**src/rtl/video_pkg.sv**
```systemverilog
// Shared pixel types, test-pattern encodings and colour constants for the
// video pipeline blocks.
package video_pkg;

  localparam int PIX_W = 18;
  localparam int CH_W  = 6;

  typedef logic [PIX_W-1:0] pixel_t;

  typedef enum logic [1:0] {
    PAT_FB    = 2'd0,
    PAT_BARS  = 2'd1,
    PAT_BOX   = 2'd2,
    PAT_BLACK = 2'd3
  } pattern_t;

  // Pixels are packed {R,G,B}, each channel either full scale or off.
  localparam pixel_t BLACK   = 18'h00000;
  localparam pixel_t WHITE   = 18'h3FFFF;
  localparam pixel_t YELLOW  = 18'h3FFC0;
  localparam pixel_t CYAN    = 18'h00FFF;
  localparam pixel_t GREEN   = 18'h00FC0;
  localparam pixel_t MAGENTA = 18'h3F03F;
  localparam pixel_t RED     = 18'h3F000;
  localparam pixel_t BLUE    = 18'h0003F;

  function automatic pixel_t barColour(input logic [2:0] idx);
    case (idx)
      3'd0:    return WHITE;
      3'd1:    return YELLOW;
      3'd2:    return CYAN;
      3'd3:    return GREEN;
      3'd4:    return MAGENTA;
      3'd5:    return RED;
      3'd6:    return BLUE;
      default: return BLACK;
    endcase
  endfunction

endpackage

```
**src/rtl/pipe_delay.sv**
```systemverilog
// Fixed-depth register delay line; every stage clears to zero on reset.
module pipe_delay #(
  parameter int WIDTH = 8,
  parameter int DEPTH = 2
) (
  input  logic             clk,
  input  logic             reset,
  input  logic [WIDTH-1:0] dataIn,
  output logic [WIDTH-1:0] dataOut
);

  logic [WIDTH-1:0] stage [DEPTH];

  always_ff @(posedge clk or negedge reset) begin
    if (!reset) begin
      for (int i = 0; i < DEPTH; i++) stage[i] <= '0;
    end else begin
      stage[0] <= dataIn;
      for (int i = 1; i < DEPTH; i++) stage[i] <= stage[i-1];
    end
  end

  assign dataOut = stage[DEPTH-1];

endmodule

```
**src/rtl/pixel_stream_source.sv**
```systemverilog
// Raster scanner producing one pixel per clock from the frame buffer or a
// built-in test pattern, with coordinates delayed to match memory latency.
module pixel_stream_source
  import video_pkg::*;
#(
  parameter int H_ACTIVE    = 1024,
  parameter int H_TOTAL     = 1344,
  parameter int V_ACTIVE    = 768,
  parameter int V_TOTAL     = 806,
  parameter int MEM_LATENCY = 2,
  parameter int BOX         = 16,
  parameter int ADDR_W      = 20
) (
  input  logic              clk,
  input  logic              reset,
  input  logic              enable,
  input  logic [1:0]        pattern_sel,
  input  logic [10:0]       box_x,
  input  logic [9:0]        box_y,
  output logic              mem_rd,
  output logic [ADDR_W-1:0] mem_addr,
  input  logic [17:0]       mem_data,
  output logic [17:0]       pixel,
  output logic [10:0]       x,
  output logic [9:0]        y,
  output logic              active,
  output logic              frame_start
);

  typedef enum logic {IDLE, SCAN} state_t;

  localparam logic [10:0] H_LAST = 11'(H_TOTAL - 1);
  localparam logic [9:0]  V_LAST = 10'(V_TOTAL - 1);
  localparam int          BAR_W  = H_ACTIVE / 8;
  localparam int          DW     = 1 + 11 + 10 + 1 + 1 + PIX_W;

  state_t      state, nextState;
  logic [10:0] hc, nextHc;
  logic [9:0]  vc, nextVc;
  pattern_t    patSel, nextPat;
  logic [10:0] boxX;
  logic [9:0]  boxY;
  logic        frameStartNext, memRdNext;

  // Reads are decided from the next-state counters so that mem_rd and
  // mem_addr line up with the hc/vc they belong to.
  always_comb begin
    nextState = state;
    nextHc    = hc;
    nextVc    = vc;
    if (state == IDLE) begin
      if (enable) begin
        nextState = SCAN;
        nextHc    = '0;
        nextVc    = '0;
      end
    end else if (hc == H_LAST) begin
      nextHc = '0;
      if (vc == V_LAST) begin
        nextVc = '0;
        if (!enable) begin
          nextState = IDLE;
          nextHc    = H_LAST;
          nextVc    = V_LAST;
        end
      end else begin
        nextVc = vc + 10'd1;
      end
    end else begin
      nextHc = hc + 11'd1;
    end
    frameStartNext = (nextState == SCAN) && (nextHc == '0) && (nextVc == '0);
    nextPat        = frameStartNext ? pattern_t'(pattern_sel) : patSel;
    memRdNext      = (nextState == SCAN) && (nextPat == PAT_FB) &&
                     (nextHc < 11'(H_ACTIVE)) && (nextVc < 10'(V_ACTIVE));
  end

  always_ff @(posedge clk or negedge reset) begin
    if (!reset) begin
      state    <= IDLE;
      hc       <= H_LAST;
      vc       <= V_LAST;
      patSel   <= PAT_FB;
      boxX     <= '0;
      boxY     <= '0;
      mem_rd   <= 1'b0;
      mem_addr <= '0;
    end else begin
      state  <= nextState;
      hc     <= nextHc;
      vc     <= nextVc;
      mem_rd <= memRdNext;
      if (frameStartNext) begin
        patSel   <= pattern_t'(pattern_sel);
        boxX     <= box_x;
        boxY     <= box_y;
        mem_addr <= '0;
      end else if (mem_rd) begin
        mem_addr <= mem_addr + ADDR_W'(1);
      end
    end
  end

  logic        scanning, actNow, inBox;
  logic [2:0]  barIdx;
  logic [11:0] boxRight;
  logic [10:0] boxBottom;
  pixel_t      patPix;

  // Box edges are widened by one bit so a box near the counter limit clips
  // instead of wrapping back to column/row zero.
  always_comb begin
    scanning  = (state == SCAN);
    actNow    = scanning && (hc < 11'(H_ACTIVE)) && (vc < 10'(V_ACTIVE));
    barIdx    = 3'(hc / 11'(BAR_W));
    boxRight  = {1'b0, boxX} + 12'(BOX);
    boxBottom = {1'b0, boxY} + 11'(BOX);
    inBox     = (hc >= boxX) && ({1'b0, hc} < boxRight) &&
                (vc >= boxY) && ({1'b0, vc} < boxBottom);
    patPix    = BLACK;
    if (actNow) begin
      case (patSel)
        PAT_BARS: patPix = barColour(barIdx);
        PAT_BOX:  patPix = inBox ? RED : BLACK;
        default:  patPix = BLACK;
      endcase
    end
  end

  logic [DW-1:0] pipeIn, pipeOut;
  logic          dScan, dAct, dFb;
  logic [10:0]   dHc;
  logic [9:0]    dVc;
  pixel_t        dPix;

  assign pipeIn = scanning ? {1'b1, hc, vc, actNow, (patSel == PAT_FB), patPix}
                           : {1'b0, H_LAST, V_LAST, 1'b0, 1'b0, BLACK};

  pipe_delay #(.WIDTH(DW), .DEPTH(MEM_LATENCY)) coordPipe (
    .clk     (clk),
    .reset   (reset),
    .dataIn  (pipeIn),
    .dataOut (pipeOut)
  );

  assign {dScan, dHc, dVc, dAct, dFb, dPix} = pipeOut;

  // A cleared pipeline stage carries dScan=0, so x/y show the idle corner
  // rather than a false (0,0) while the line refills after reset.
  always_ff @(posedge clk or negedge reset) begin
    if (!reset) begin
      x           <= H_LAST;
      y           <= V_LAST;
      pixel       <= BLACK;
      active      <= 1'b0;
      frame_start <= 1'b0;
    end else begin
      x           <= dScan ? dHc : H_LAST;
      y           <= dScan ? dVc : V_LAST;
      active      <= dAct;
      frame_start <= dScan && (dHc == '0) && (dVc == '0);
      pixel       <= !dAct ? BLACK : (dFb ? mem_data : dPix);
    end
  end

endmodule

```
**config.mk**
```make
export PLATFORM = sky130hd
export DESIGN_NAME = pixel_stream_source
export DESIGN_NICKNAME = d
export VERILOG_FILES = /design/src/rtl/video_pkg.sv /design/src/rtl/pipe_delay.sv /design/src/rtl/pixel_stream_source.sv
export SDC_FILE = /design/constraint.sdc
export NUM_CORES = 1
export LEC_CHECK = 0
export BUFFER_PORTS_ARGS = -buffer_cell sky130_fd_sc_hd__buf_2
export CAP_MARGIN = 10
export CELL_PAD_IN_SITES_DETAIL_PLACEMENT = 0
export CELL_PAD_IN_SITES_GLOBAL_PLACEMENT = 2
export CORE_MARGIN = 1
export CORE_UTILIZATION = 34
export CTS_CLUSTER_DIAMETER = 200
export DETAILED_ROUTE_END_ITERATION = 16
export GPL_TIMING_DRIVEN = 0
export PLACE_DENSITY_LB_ADDON = 0.3
export SLEW_MARGIN = 20
export SYNTH_ARGS = -nofsm -noshare
export SYNTH_HDL_FRONTEND = slang
export SYNTH_SLANG_ARGS = --single-unit
```
**constraint.sdc**
```tcl
create_clock -name clk -period 3.1 [get_ports clk]
set_input_delay 0.775 -clock clk [delete_from_list [all_inputs] [get_ports clk]]
set_output_delay 0.775 -clock clk [all_outputs]
set_load 0.02 [all_outputs]
```
[Word-level counts from Yosys, hierarchy flattened]
Cells that the tools add are included.
Word-level totals
  register bits after elaboration: 191
  input bits: 44
  output and inout bits: 62
  logic and storage cells: 84
Cells by class
  eq/ne operators: 10
  magnitude comparators: 8
  add/sub/neg operators: 5
  muxes and demuxes: 26
  reductions and logical operators: 20
Operator list (number)
  $pmux 18 s7: 1
  $mux 18: 4
  $mux 11: 6
  $mux 10: 6
  $mux 42: 1
  $mux 20: 2
  $pmux 18 s2: 1
  $logic_not 11->1: 2
  $lt 11x11->1 const B: 2
  $add 20x1->20 const B: 1
  $logic_not 10->1: 2
  $lt 10x10->1 const B: 2
  $add 11x5->12 const B: 1
  $logic_and 1x1->1: 12
  $lt 11x12->1: 1
  $add 10x5->11 const B: 1
  $add 11x1->11 const B: 1
  $eq 11x11->1 const B: 1
  $ge 11x11->1: 1
  $lt 10x11->1: 1
  $add 10x1->10 const B: 1
  $eq 10x10->1 const B: 1
  $ge 10x10->1: 1
  $eq 3x3->1 const B: 3
  9 further kinds: 14

[Logic depth before layout (Yosys ltp)]
Gate-level depths: netlist of the first run.
  word-level depth: 12
  gate-level depth with buffers: 13
  gate-level depth less buffers: 10

[By module]
A second synthesis of the first run with hierarchy kept.
Unflattened totals
  cells, all modules: 734
  area total of the unflattened synthesis: 8675.8 sq um
By module, submodules not included
  pixel_stream_source: times used 1, cells each 608, area an instance 6258.5 sq um, seq. area each 2710.1 sq um
  pipe_delay: times used 1, cells each 126, area an instance 2417.3 sq um, seq. area each 2102.0 sq um

[Worst setup path before layout of the first run]
No wires, ideal clock.
  path kind: register to register
  start: reg hc[0]
  end: reg boxX[0]
  data arrival time: 3.272 ns
  path slack: -0.300 ns
  required time: 2.973 ns
  setup time: 0.127 ns
  cell stages (with the launch flop): 11
  clock period less this slack: 3.400 ns
  path buffers: 1
  cells stage by stage: dfstp_2 > ha_1 > nand3_1 > nor4_1 > nand4_1 > xor2_1 > o21ai_0 > a2111o_1 > nor4_4 > buf_6 > mux2_1
Between the ends
  elaborated cells between the ends (all ways): 13
  classes of those cells: add/sub (1); eq/ne (1); mux (7); reduce/logical (4)
RTL lines
  from (decl): line pixel_stream_source.sv:38  | logic [10:0] hc, nextHc;
  from (signal assigned): line pixel_stream_source.sv:90  | hc <= nextHc;
  $eq 11x11->1: line pixel_stream_source.sv:57  | end else if (hc == H_LAST) begin
  $mux 10: line pixel_stream_source.sv:57
  $mux 10: line pixel_stream_source.sv:51  | if (state == IDLE) begin
  named net nextVc[6]: line pixel_stream_source.sv:39  | logic [9:0] vc, nextVc;
  $logic_not 10->1: line pixel_stream_source.sv:72  | frameStartNext = (nextState == SCAN) && (nextHc == '0) && (nextVc == '0);
  $logic_and 1x1->1: line pixel_stream_source.sv:72
  to (signal assigned): line pixel_stream_source.sv:95  | boxX <= box_x;
  to (decl): line pixel_stream_source.sv:41  | logic [10:0] boxX;
The timed path passes the listed nets, and every way through them passes these cells.
A chain may end at the register's enable or synchronous reset.

[Final worst setup path of the first run]
  start: reg hc[6]
  end: reg patSel[1]
Between the ends
  cells in the longest elaborated chain, start to end: 7
  elaborated cells between the ends (all ways): 14
  classes of those cells: add/sub (1); eq/ne (1); mux (8); reduce/logical (4)
RTL lines
  $add 11x1->11 or $eq 11x11->1 (tied branches): line pixel_stream_source.sv:70, pixel_stream_source.sv:57
  $mux 11: line pixel_stream_source.sv:57
  $mux 11: line pixel_stream_source.sv:51
  $logic_not 11->1: line pixel_stream_source.sv:72
  $logic_and 1x1->1: line pixel_stream_source.sv:72
  $logic_and 1x1->1 (*): line pixel_stream_source.sv:72
  $mux 2 (*)
  named net nextPat[1]: line pixel_stream_source.sv:40  | pattern_t patSel, nextPat;
  to (signal assigned): line pixel_stream_source.sv:94  | patSel <= pattern_t'(pattern_sel);
  to (decl): line pixel_stream_source.sv:40
The timed path passes the listed nets; every way through them passes the cells marked *.

==> results of run 1 <==
==> power by group through the flow <==
stage	logic [W]	clock network [W]	registers, W
after detailed placement	0.0000830	0	0.00214
after CTS	0.0000841	0.00227	0.00210
after global routing	0.0000943	0.00236	0.00210
final	0.0000809	0.00221	0.00210
after global placement	0.0000753	0	0.00214
after floorplan	0.00000639	0	0.00214
==> what timing repair did <==
action	in CTS	in global routing
pin swaps	23	9
hold endpoints to repair	0	0
buffers inserted	26	5
resized for setup	78	21
endpoints found under the setup margin	44	44
gates cloned	4	0
==> routing by layer <==
layer | GRT usage [%] | vias up | routed length (µm)
met1 | 22.9 | 2660 | 8510
met3 | 2.44 | 20 | 555
met5 | 0 | - | 0
met2 | 27.2 | 106 | 8690
met4 | 7.50 | 0 | 321
li1 | - | 2645 | -
==> cells by family after synthesis <==
logic type | Yosys count | synth area share (%)
fa+ha+maj | 43 | 7.27
flops | 161 | 54.8
simple gates | 232 | 16.4
buf+inv | 60 | 3.41
compound gates | 112 | 10.8
mux | 25 | 3.78
xor+xnor | 30 | 3.55
==> area by class of cell <==
class | instances | area (µm²) | area share, %
Buffer | 18 | 129 | 1.33
Tap cell | 275 | 344 | 3.55
Sequential cell | 161 | 4070 | 41.9
Clock inverter | 15 | 198 | 2.04
Clock buffer | 17 | 425 | 4.39
Multi-Input combinational cell | 442 | 3450 | 35.6
Timing Repair Buffer | 140 | 942 | 9.72
Inverter | 37 | 139 | 1.43
==> path summary, 6_finish.rpt <==
path	startpoint	to	slack, ps	cells after the start
max	hc[6]$_DFF_PN0_	patSel[1]$_DFF_PN0_	-280	13
min	reset	boxY[4]$_DFFE_PN0N_	320	1
max reg2reg	hc[6]$_DFF_PN0_	patSel[1]$_DFF_PN0_	-280	13
min reg2reg	coordPipe.stage[71]$_DFF_PN0_	coordPipe.dataOut[29]$_DFF_PN0_	350	0
max in group asynchronous	reset	hc[10]$_DFF_PN1_	1930	2
min in group clk	coordPipe.stage[71]$_DFF_PN0_	coordPipe.dataOut[29]$_DFF_PN0_	350	0
==> through the flow <==
| stage | utilization [%] | TNS [ps] | cells | power, W | cell area, µm² |
|---|---|---|---|---|---|
| after floorplan | - | -6010 | 663 | 0.00215 | 7450 |
| after global placement | 39.3 | -193380 | 1043 | 0.00222 | 8320 |
| final | 45.8 | -9890 | 1105 | 0.00439 | 9700 |
| after CTS | 45.4 | -14750 | 1102 | 0.00446 | 9610 |
| after detailed placement | 39.5 | -45550 | 1044 | 0.00222 | 8360 |
| after global routing | 45.8 | -13780 | 1105 | 0.00455 | 9700 |
==> layout by cell type (no fill, tap or decap), types with 9 or more instances in the layout <==
cell type / count
nor2_1: 29
clkbuf_16: 17
nor3_1: 10
clkbuf_1: 11
o21ai_0: 17
xnor2_1: 15
ha_1: 42
buf_2: 104
nor2_2: 12
mux2_4: 24
nand4_1: 15
xor2_1: 15
nand2_1: 48
and3_1: 9
dfstp_2: 26
a21oi_1: 14
buf_6: 9
a21boi_0: 20
nand2b_1: 25
dfrtp_1: 132
and2_1: 18
inv_1: 36
nand3_1: 23
buf_4: 21
==> sequential cells by signal (all words and copies together) (netlist names) <==
signal and flops:
x 11, frame_start 1, hc 11, coordPipe.dataOut 27, pixel 18, patSel 2
scanning 1, mem_rd 1, active 1, vc 10, y 10, coordPipe.stage 27
boxY 10, boxX 11, mem_addr 20
==> worst max-delay path, stage by stage, from the launching register on <==
cell	delay [ps]
dfrtp_1	400
buf_6	130
or3b_1	350
buf_6	150
or4_4	500
o21ai_4	270
o21ai_2	100
a221oi_2	270
nand4_1	190
nor4_4	190
buf_6	170
buf_12	110
buf_8	120
mux2_4	300
==> flow_summary.json, run 1 <==
{
  "rsz0062_at_grt": "true",
  "die-height_um": 150,
  "finalWorstSetupSlack_ps": -278,
  "yosysMostFrequentCell": "dfrtp_1",
  "synth_cell_types": 65,
  "critical_path_class": "flip-flop to flip-flop",
  "max_freq_ghz": 0.296,
  "synth-async-reset-ratio_pct": 100,
  "syn_avg_cell_area_um2": 11.2,
  "cp.required_ps": 3410,
  "wl_um": 18100,
  "hpwl_um": 12700,
  "yosysTopAreaCell": "dfrtp_1",
  "gp_congestion": 0.834,
  "pin_count": 106,
  "fillers": 1992,
  "synth_seq_cells": 161,
  "synth_area_um2": 7400,
  "ys_top_cells_by_count": "135 x dfrtp_1, 50 x nand2_1, 44 x nor2_1",
  "hold_path.class": "primary input to asynchronous set/reset pin",
  "cts_inserted_buffers": 17,
  "syn_inst": 663,
  "drtIter0Drc": 157,
  "cp.arrival_ps": 3680,
  "clkPwrFrac_pct": 50.3,
  "numClockSinks": 161,
  "via_per_inst": 4.91,
  "status": "finished with violations",
  "power_density_nw_per_um2": 453,
  "dieArea_um2": 22400,
  "switching_share_pct": 21.9,
  "drtAntennaViolNets": 0,
  "clock_skew_ps": 12.4,
  "maxCapViolations": 0,
  "clk_pin_slew_worst_paths_ps": 70,
  "worst_pin_slew_ps": 859,
  "leakage_nw": 4.18,
  "rows": 53,
  "grt_max_degree": 85,
  "die_w_um": 150,
  "internal_power_w": 0.00343,
  "grt_pass1_vias": 5564,
  "overflow": 0,
  "avgRoutedWirePerCell_um": 16.4,
  "ctsHoldBuffers": 0,
  "clockBufferDepth": 2,
  "coreArea_um2": 21200,
  "htreeDepth": 4,
  "period_minus_slack_ps": 3380,
  "endpoint_kind": "flip-flop",
  "cp_max_fo": 6,
  "finalHoldViolCount": 0,
  "grt_util_all_layers_pct": 17.0,
  "insertion_delay_ps": 420,
  "antenna_cells": 0,
  "cts_tree": "done",
  "start_kind": "flip-flop",
  "synth_edf_count": 0,
  "drive_gt1_share_pct": 33.7,
  "hold_ws_ps": 319,
  "power.switching_w": 0.000963,
  "num_vias": 5431,
  "ys_seq_area_share_pct": 54.8,
  "area_growth_pct": 30.9,
  "fin_crit_sh_pct": 109,
  "synth_top_flop_cell": "dfrtp_1",
  "slew_viol_final": 0,
  "seq_power_share_pct": 47.9,
  "ys_warn_count": 0,
  "synth_area_leaders": "dfrtp_1 46%, dfstp_2 9.2%, ha_1 7.3%, mux2_1 2.7%, nand2_1 2.5%",
  "firstDrtPassIters": 4,
  "relSlewSlack_pct": 42.5,
  "grt_pass1_wl_um": 29300,
  "syn-num-nets": 750,
  "antenna_found_initial": 0,
  "violations": "negative setup slack",
  "setup_viol": 44,
  "cts_root_buffer": "clkbuf_16",
  "final_nets": 904,
  "combPwrFrac_pct": 1.8,
  "drc_errors": 0,
  "synth_top_area_share_pct": 45.6,
  "numPortBuffers": 105,
  "initial_core_util_pct": 35.0,
  "peakVddDrop_uv": 368,
  "place_ws_ps": -1110
}
Power figures use the tool's default switching activity.
==> inputs of run 2 (changes only) <==
Settings changed: CORE_UTILIZATION 34 to 36, SYNTH_HIERARCHICAL set to 1.
==> flow_summary.json, run 2 <==
{
  "maxCapViolations": 0,
  "antenna_found_initial": 0,
  "cts_inserted_buffers": 17,
  "worst_pin_slew_ps": 767,
  "grt_pass1_vias": 5618,
  "ys_top_cells_by_count": "165 x dfrtp_1, 43 x ha_1, 42 x buf_4",
  "dieArea_um2": 24700,
  "rows": 56,
  "cp_max_fo": 5,
  "syn_inst": 734,
  "ys_warn_count": 6,
  "initial_core_util_pct": 36.9,
  "fillers": 2219,
  "drtAntennaViolNets": 0,
  "p_total_w": 0.00748,
  "synth_area_leaders": "dfrtp_1 48%, dfstp_2 7.9%, ha_1 6.2%, buf_4 3.6%, mux2_4 3.1%",
  "hold_path.class": "primary input to asynchronous set/reset pin",
  "area_growth_pct": 25.4,
  "pin_count": 106,
  "peakVddDrop_uv": 377,
  "seq_area_um2": 4820,
  "firstDrtPassIters": 5,
  "tns_ps": -10510,
  "cp.required_ps": 3420,
  "yosysTopAreaCell": "dfrtp_1",
  "gp_congestion": 0.761,
  "avgRoutedWirePerCell_um": 15.0,
  "reg2regPathDepth": 12,
  "ys_seq_area_share_pct": 55.5,
  "synth_top_area_share_pct": 47.6,
  "cts_tree": "done",
  "insertion_delay_ps": 430,
  "start_kind": "flip-flop",
  "slew_viol_final": 0,
  "via_per_inst": 4.65,
  "ctsHoldBuffers": 0,
  "multiInputGateArea_um2": 3490,
  "numPortBuffers": 105,
  "reg2reg_slack_ps": -310,
  "overflow": 0,
  "hpwl_um": 12600,
  "mostFrequentLayoutCell": "dfrtp_1",
  "power_density_nw_per_um2": 688,
  "antenna_cells": 0,
  "fin_crit_sh_pct": 110,
  "endpoint_kind": "flip-flop",
  "r2r_start": "vc[2]$_DFF_PN1_",
  "grt_util_all_layers_pct": 15.8,
  "synth_cell_types": 63,
  "rsz0062_at_grt": "true",
  "num_vias": 5668,
  "setup_viol": 44,
  "cp.arrival_ps": 3730,
  "relSlewSlack_pct": 48.9,
  "grt_max_degree": 86,
  "coreArea_um2": 23500,
  "grt_pass1_wl_um": 29900,
  "critical_path_class": "flip-flop to flip-flop",
  "clock_skew_ps": 14.1,
  "drtIter0Drc": 252,
  "leakage_nw": 4.94,
  "synth_edf_count": 0,
  "syn-num-nets": 821,
  "htreeDepth": 4,
  "reg2reg_to": "boxX[9]$_DFFE_PN0N_",
  "finalWorstSetupSlack_ps": -310,
  "die_w_um": 157,
  "syn_avg_cell_area_um2": 11.8,
  "violations": "negative setup slack",
  "yosysMostFrequentCell": "dfrtp_1",
  "finalHoldViolCount": 0,
  "synth_top_flop_cell": "dfrtp_1",
  "numClockSinks": 191,
  "status": "finished with violations",
  "mostFrequentLayoutCells": "162 x dfrtp_1, 104 x buf_2, 71 x buf_4, 40 x ha_1",
  "wl_um": 18300,
  "max_freq_ghz": 0.293,
  "die-height_um": 157,
  "final_nets": 975,
  "finish.instance_area_um2": 10900,
  "period_minus_slack_ps": 3410,
  "clockBufferDepth": 2,
  "postPlaceCellArea_um2": 9680,
  "synth_seq_cells": 191,
  "synth_area_um2": 8680,
  "clk_pin_slew_worst_paths_ps": 90,
  "synth-async-reset-ratio_pct": 100,
  "drc_errors": 0,
  "drive_gt1_share_pct": 36.3,
  "cts_root_buffer": "clkbuf_16"
}
## run 2: metal layers
metal  global-route usage [%]  wire [µm]  up-vias
li1                         -          -     2804
met1                     21.6       8680     2730
met2                     25.0       8790      122
met3                     3.28        703       12
met4                     4.58        155        0
met5                        0          0        -
## run 2: layout make-up
| cell class | count | share of cell area [%] |
|---|---|---|
| well taps | 319 | 3.67 |
| clock buffers | 17 | 3.91 |
| multi-input cells | 440 | 32.1 |
| inverters | 32 | 1.10 |
| flip-flops and latches | 191 | 44.3 |
| repair buffers | 147 | 9.19 |
| plain buffers | 59 | 4.05 |
| clock inverters | 15 | 1.69 |
## run 2: power breakdown
| part | total, W | internal, W | switching [W] |
|---|---|---|---|
| logic | 0.00195 | 0.000893 | 0.00106 |
| registers | 0.00334 | 0.00299 | 0.000350 |
| clock network | 0.00219 | 0.00110 | 0.00109 |
## run 2: how the worst max path moves through the flow
stage / startpoint / slack, ps / cells after the start / to
2_1_floorplan: vc[2]$_DFF_PN1_ / -70 / 11 / boxX[10]$_DFFE_PN0N_
3_3_place_gp: reset / -1850 / 1 / pixel[10]$_DFF_PN0_
3_5_place_dp: scanning$_DFF_PN0_ / -770 / 9 / coordPipe/stage[57]$_DFF_PN0_
4_1_cts: vc[2]$_DFF_PN1_ / -370 / 12 / boxY[9]$_DFFE_PN0N_
5_1_grt: vc[3]$_DFF_PN0_ / -420 / 11 / boxX[10]$_DFFE_PN0N_
6_report: vc[2]$_DFF_PN1_ / -310 / 12 / boxX[9]$_DFFE_PN0N_
## run 2: timing repair
item / 4_1_cts / 5_1_grt
gates resized for setup: 47 / 30
endpoints found under the setup margin: 62 / 50
cloned: 3 / 1
pin swaps: 18 / 8
buffers inserted: 23 / 15
## run 2: worst max-delay path: stages, from the launching register on
cell and delay (ps):
dfstp_2 550, or3b_4 400, buf_6 130, o31ai_4 210, nor2_1 70, a31o_2 260, or4_4 540, nor4_4 140
and4b_1 290, buf_6 160, buf_12 120, clkbuf_16 140, mux2_4 290
## run 2: cell families (layout without fill, tap and decap cells)
logic type | after synthesis | after routing | synth area share [%]
AND/OR/NAND/NOR | 218 | 218 | 13.7
flip-flops | 191 | 191 | 55.5
XOR/XNOR | 35 | 35 | 3.53
multiplexers | 45 | 45 | 6.33
buffers and inverters | 103 | 270 | 6.95
AO/OA/AOI/OAI | 99 | 99 | 7.79
adder cells (fa/ha/maj) | 43 | 43 | 6.20
## run 2: through the flow
stage               hold slack, ps  worst slack, ps  std cells  util, %
floorplan                      331            -73.9        734        -
global placement               331            -1850       1158     40.8
detailed placement             335             -771       1160     41.1
CTS                            173             -371       1211     45.4
global route                   180             -422       1220     46.2
finish                         182             -310       1220     46.2
==> inputs of run 3 (changes only) <==
--- a/config.mk
+++ b/config.mk
@@ -11,2 +11,3 @@
 export CELL_PAD_IN_SITES_GLOBAL_PLACEMENT = 2
+export CORE_ASPECT_RATIO = 1.5
 export CORE_MARGIN = 1
==> constraint.sdc (replaced) <==
create_clock -name clk -period 3.1 [get_ports clk]
set_input_delay 0 -clock clk [delete_from_list [all_inputs] [get_ports clk]]
set_output_delay 0 -clock clk [all_outputs]
set_load 0.02 [all_outputs]
==> flow_summary.json, run 3 (same netlist as run 2, synthesis figures left out) <==
{
  "status": "finished with violations",
  "seq_power_share_pct": 44.4,
  "fillers": 2268,
  "coreArea_um2": 23700,
  "htreeDepth": 4,
  "mostFrequentLayoutCells": "162 x dfrtp_1, 105 x buf_2, 63 x buf_4, 43 x dlygate4sd3_1, 40 x ha_1",
  "finalWorstSetupSlack_ps": -266,
  "seq_area_um2": 4820,
  "gp_congestion": 0.792,
  "die-height_um": 192,
  "start_kind": "flip-flop",
  "finalHoldViolCount": 0,
  "peakVddDrop_uv": 403,
  "drive_gt1_share_pct": 33.6,
  "cts_tree": "done",
  "period_minus_slack_ps": 3370,
  "power.switching_w": 0.00236,
  "antenna_found_initial": 0,
  "grt_pass1_vias": 5816,
  "mostFrequentLayoutCell": "dfrtp_1",
  "dieArea_um2": 24700,
  "final_nets": 1012,
  "setup_viol": 44,
  "tns_ps": -10010,
  "switching_share_pct": 31.2,
  "numClockSinks": 191,
  "place_ws_ps": -921,
  "leakage_nw": 5.09,
  "internal_power_w": 0.00518,
  "avgRoutedWirePerCell_um": 15.1,
  "clockBufferDepth": 2,
  "cts_inserted_buffers": 17,
  "pin_count": 106,
  "cts_root_buffer": "clkbuf_16",
  "clock_skew_ps": 16.5,
  "overflow": 0,
  "critical_path_class": "flip-flop to flip-flop",
  "worst_pin_slew_ps": 693,
  "drtIter0Drc": 187,
  "area_growth_pct": 30.1,
  "insertion_delay_ps": 440,
  "p_total_w": 0.00754,
  "endpoint_kind": "flip-flop",
  "final_cells": 1257,
  "hold_path.class": "primary input to asynchronous set/reset pin",
  "wl_um": 19000,
  "multiInputGateArea_um2": 3480,
  "antenna_cells": 0,
  "slew_viol_final": 0,
  "rsz0062_at_grt": "true",
  "relSlewSlack_pct": 53.2,
  "violations": "negative setup slack",
  "maxCapViolations": 0,
  "grt_util_all_layers_pct": 16.4,
  "die_w_um": 129,
  "placed_cells": 1160,
  "clk_pin_slew_worst_paths_ps": 80,
  "max_freq_ghz": 0.297,
  "power_density_nw_per_um2": 668,
  "cp.required_ps": 3410,
  "hpwl_um": 13100,
  "numPortBuffers": 105,
  "drc_errors": 0,
  "firstDrtPassIters": 4,
  "cp_max_fo": 5,
  "drtAntennaViolNets": 0,
  "cp.arrival_ps": 3680,
  "via_per_inst": 4.63,
  "fin_crit_sh_pct": 109,
  "clkPwrFrac_pct": 29.8,
  "combPwrFrac_pct": 25.8,
  "grt_pass1_wl_um": 30500,
  "initial_core_util_pct": 36.7,
  "num_vias": 5823,
  "rows": 69,
  "grt_max_degree": 91
}
run 3: cell types whose count changed in the layout (fill, tap and decap cells not counted), sizes merged:
cell | previous run | this run
inv | 40 | 35
clkinv | 7 | 2
dlygate4sd3 | 0 | 43
clkbuf | 30 | 32
buf | 193 | 189
clkinvlp | 0 | 3
bufinv | 0 | 3
run 3: path summary, 6_finish.rpt:
kind	cells after the start	to	from	slack [ps]
setup / recovery	12	mem_rd$_DFF_PN0_	vc[4]$_DFF_PN0_	-270
hold / removal	2	x[7]$_DFF_PN0_	reset	70
setup reg to reg	12	mem_rd$_DFF_PN0_	vc[4]$_DFF_PN0_	-270
hold reg to reg	0	coordPipe/dataOut[4]$_DFF_PN0_	coordPipe/stage[46]$_DFF_PN0_	340
max in group asynchronous	4	coordPipe/stage[57]$_DFF_PN0_	reset	1980
min in group clk	3	boxY[4]$_DFFE_PN0N_	box_y[4]	320
run 3: area by class of cell:
class	instances	share of cell area (%)
Buffer	62	4.34
Timing Repair Buffer	181	12.2
Sequential cell	191	42.7
Clock buffer	21	3.99
Multi-Input combinational cell	440	30.8
Clock inverter	11	1.37
Tap cell	319	3.54
Inverter	32	1.06
run 3: layer usage:
| layer | vias up | GRT usage [%] | wire length, µm |
|---|---|---|---|
| met3 | 23 | 3.43 | 488 |
| met5 | - | 0 | 0 |
| li1 | 2872 | - | - |
| met1 | 2818 | 19.1 | 8010 |
| met4 | 0 | 7.06 | 418 |
| met2 | 110 | 28.9 | 10100 |
run 3: metrics by stage:
step	instance area, µm²	util (%)	hold WS [ps]
6_report	11300	47.7	72.3
3_5_place_dp	9680	40.9	-58.6
5_1_grt	11300	47.7	101
3_3_place_gp	9610	40.6	232
4_1_cts	11200	47.3	68.7
2_1_floorplan	8690	-	-296
run 3: power groups by stage:
stage               registers (W)  logic [W]  clock network, W
floorplan                 0.00359   0.000956                 0
global placement          0.00335    0.00180                 0
detailed placement        0.00335    0.00182                 0
CTS                       0.00336    0.00193           0.00234
global route              0.00340    0.00217           0.00242
finish                    0.00334    0.00195           0.00225
run 3: critical path, cell delays in order (launching register included):
cell and delay (ps):
dfrtp_1 400, buf_6 130, or3b_4 400, buf_6 140
o31ai_4 190, nor2_1 80, a31o_2 270, or4_4 580
nor4_4 140, and4b_2 310, buf_12 160, buf_12 130
mux2_4 300
run 3: repair_timing:
action	CTS	global route
hold buffers	43	0
setup buffers	22	5
setup endpoints to repair	56	50
cloned	4	0
hold endpoints to repair	139	0
pin swaps	15	10
gates resized for setup	64	13
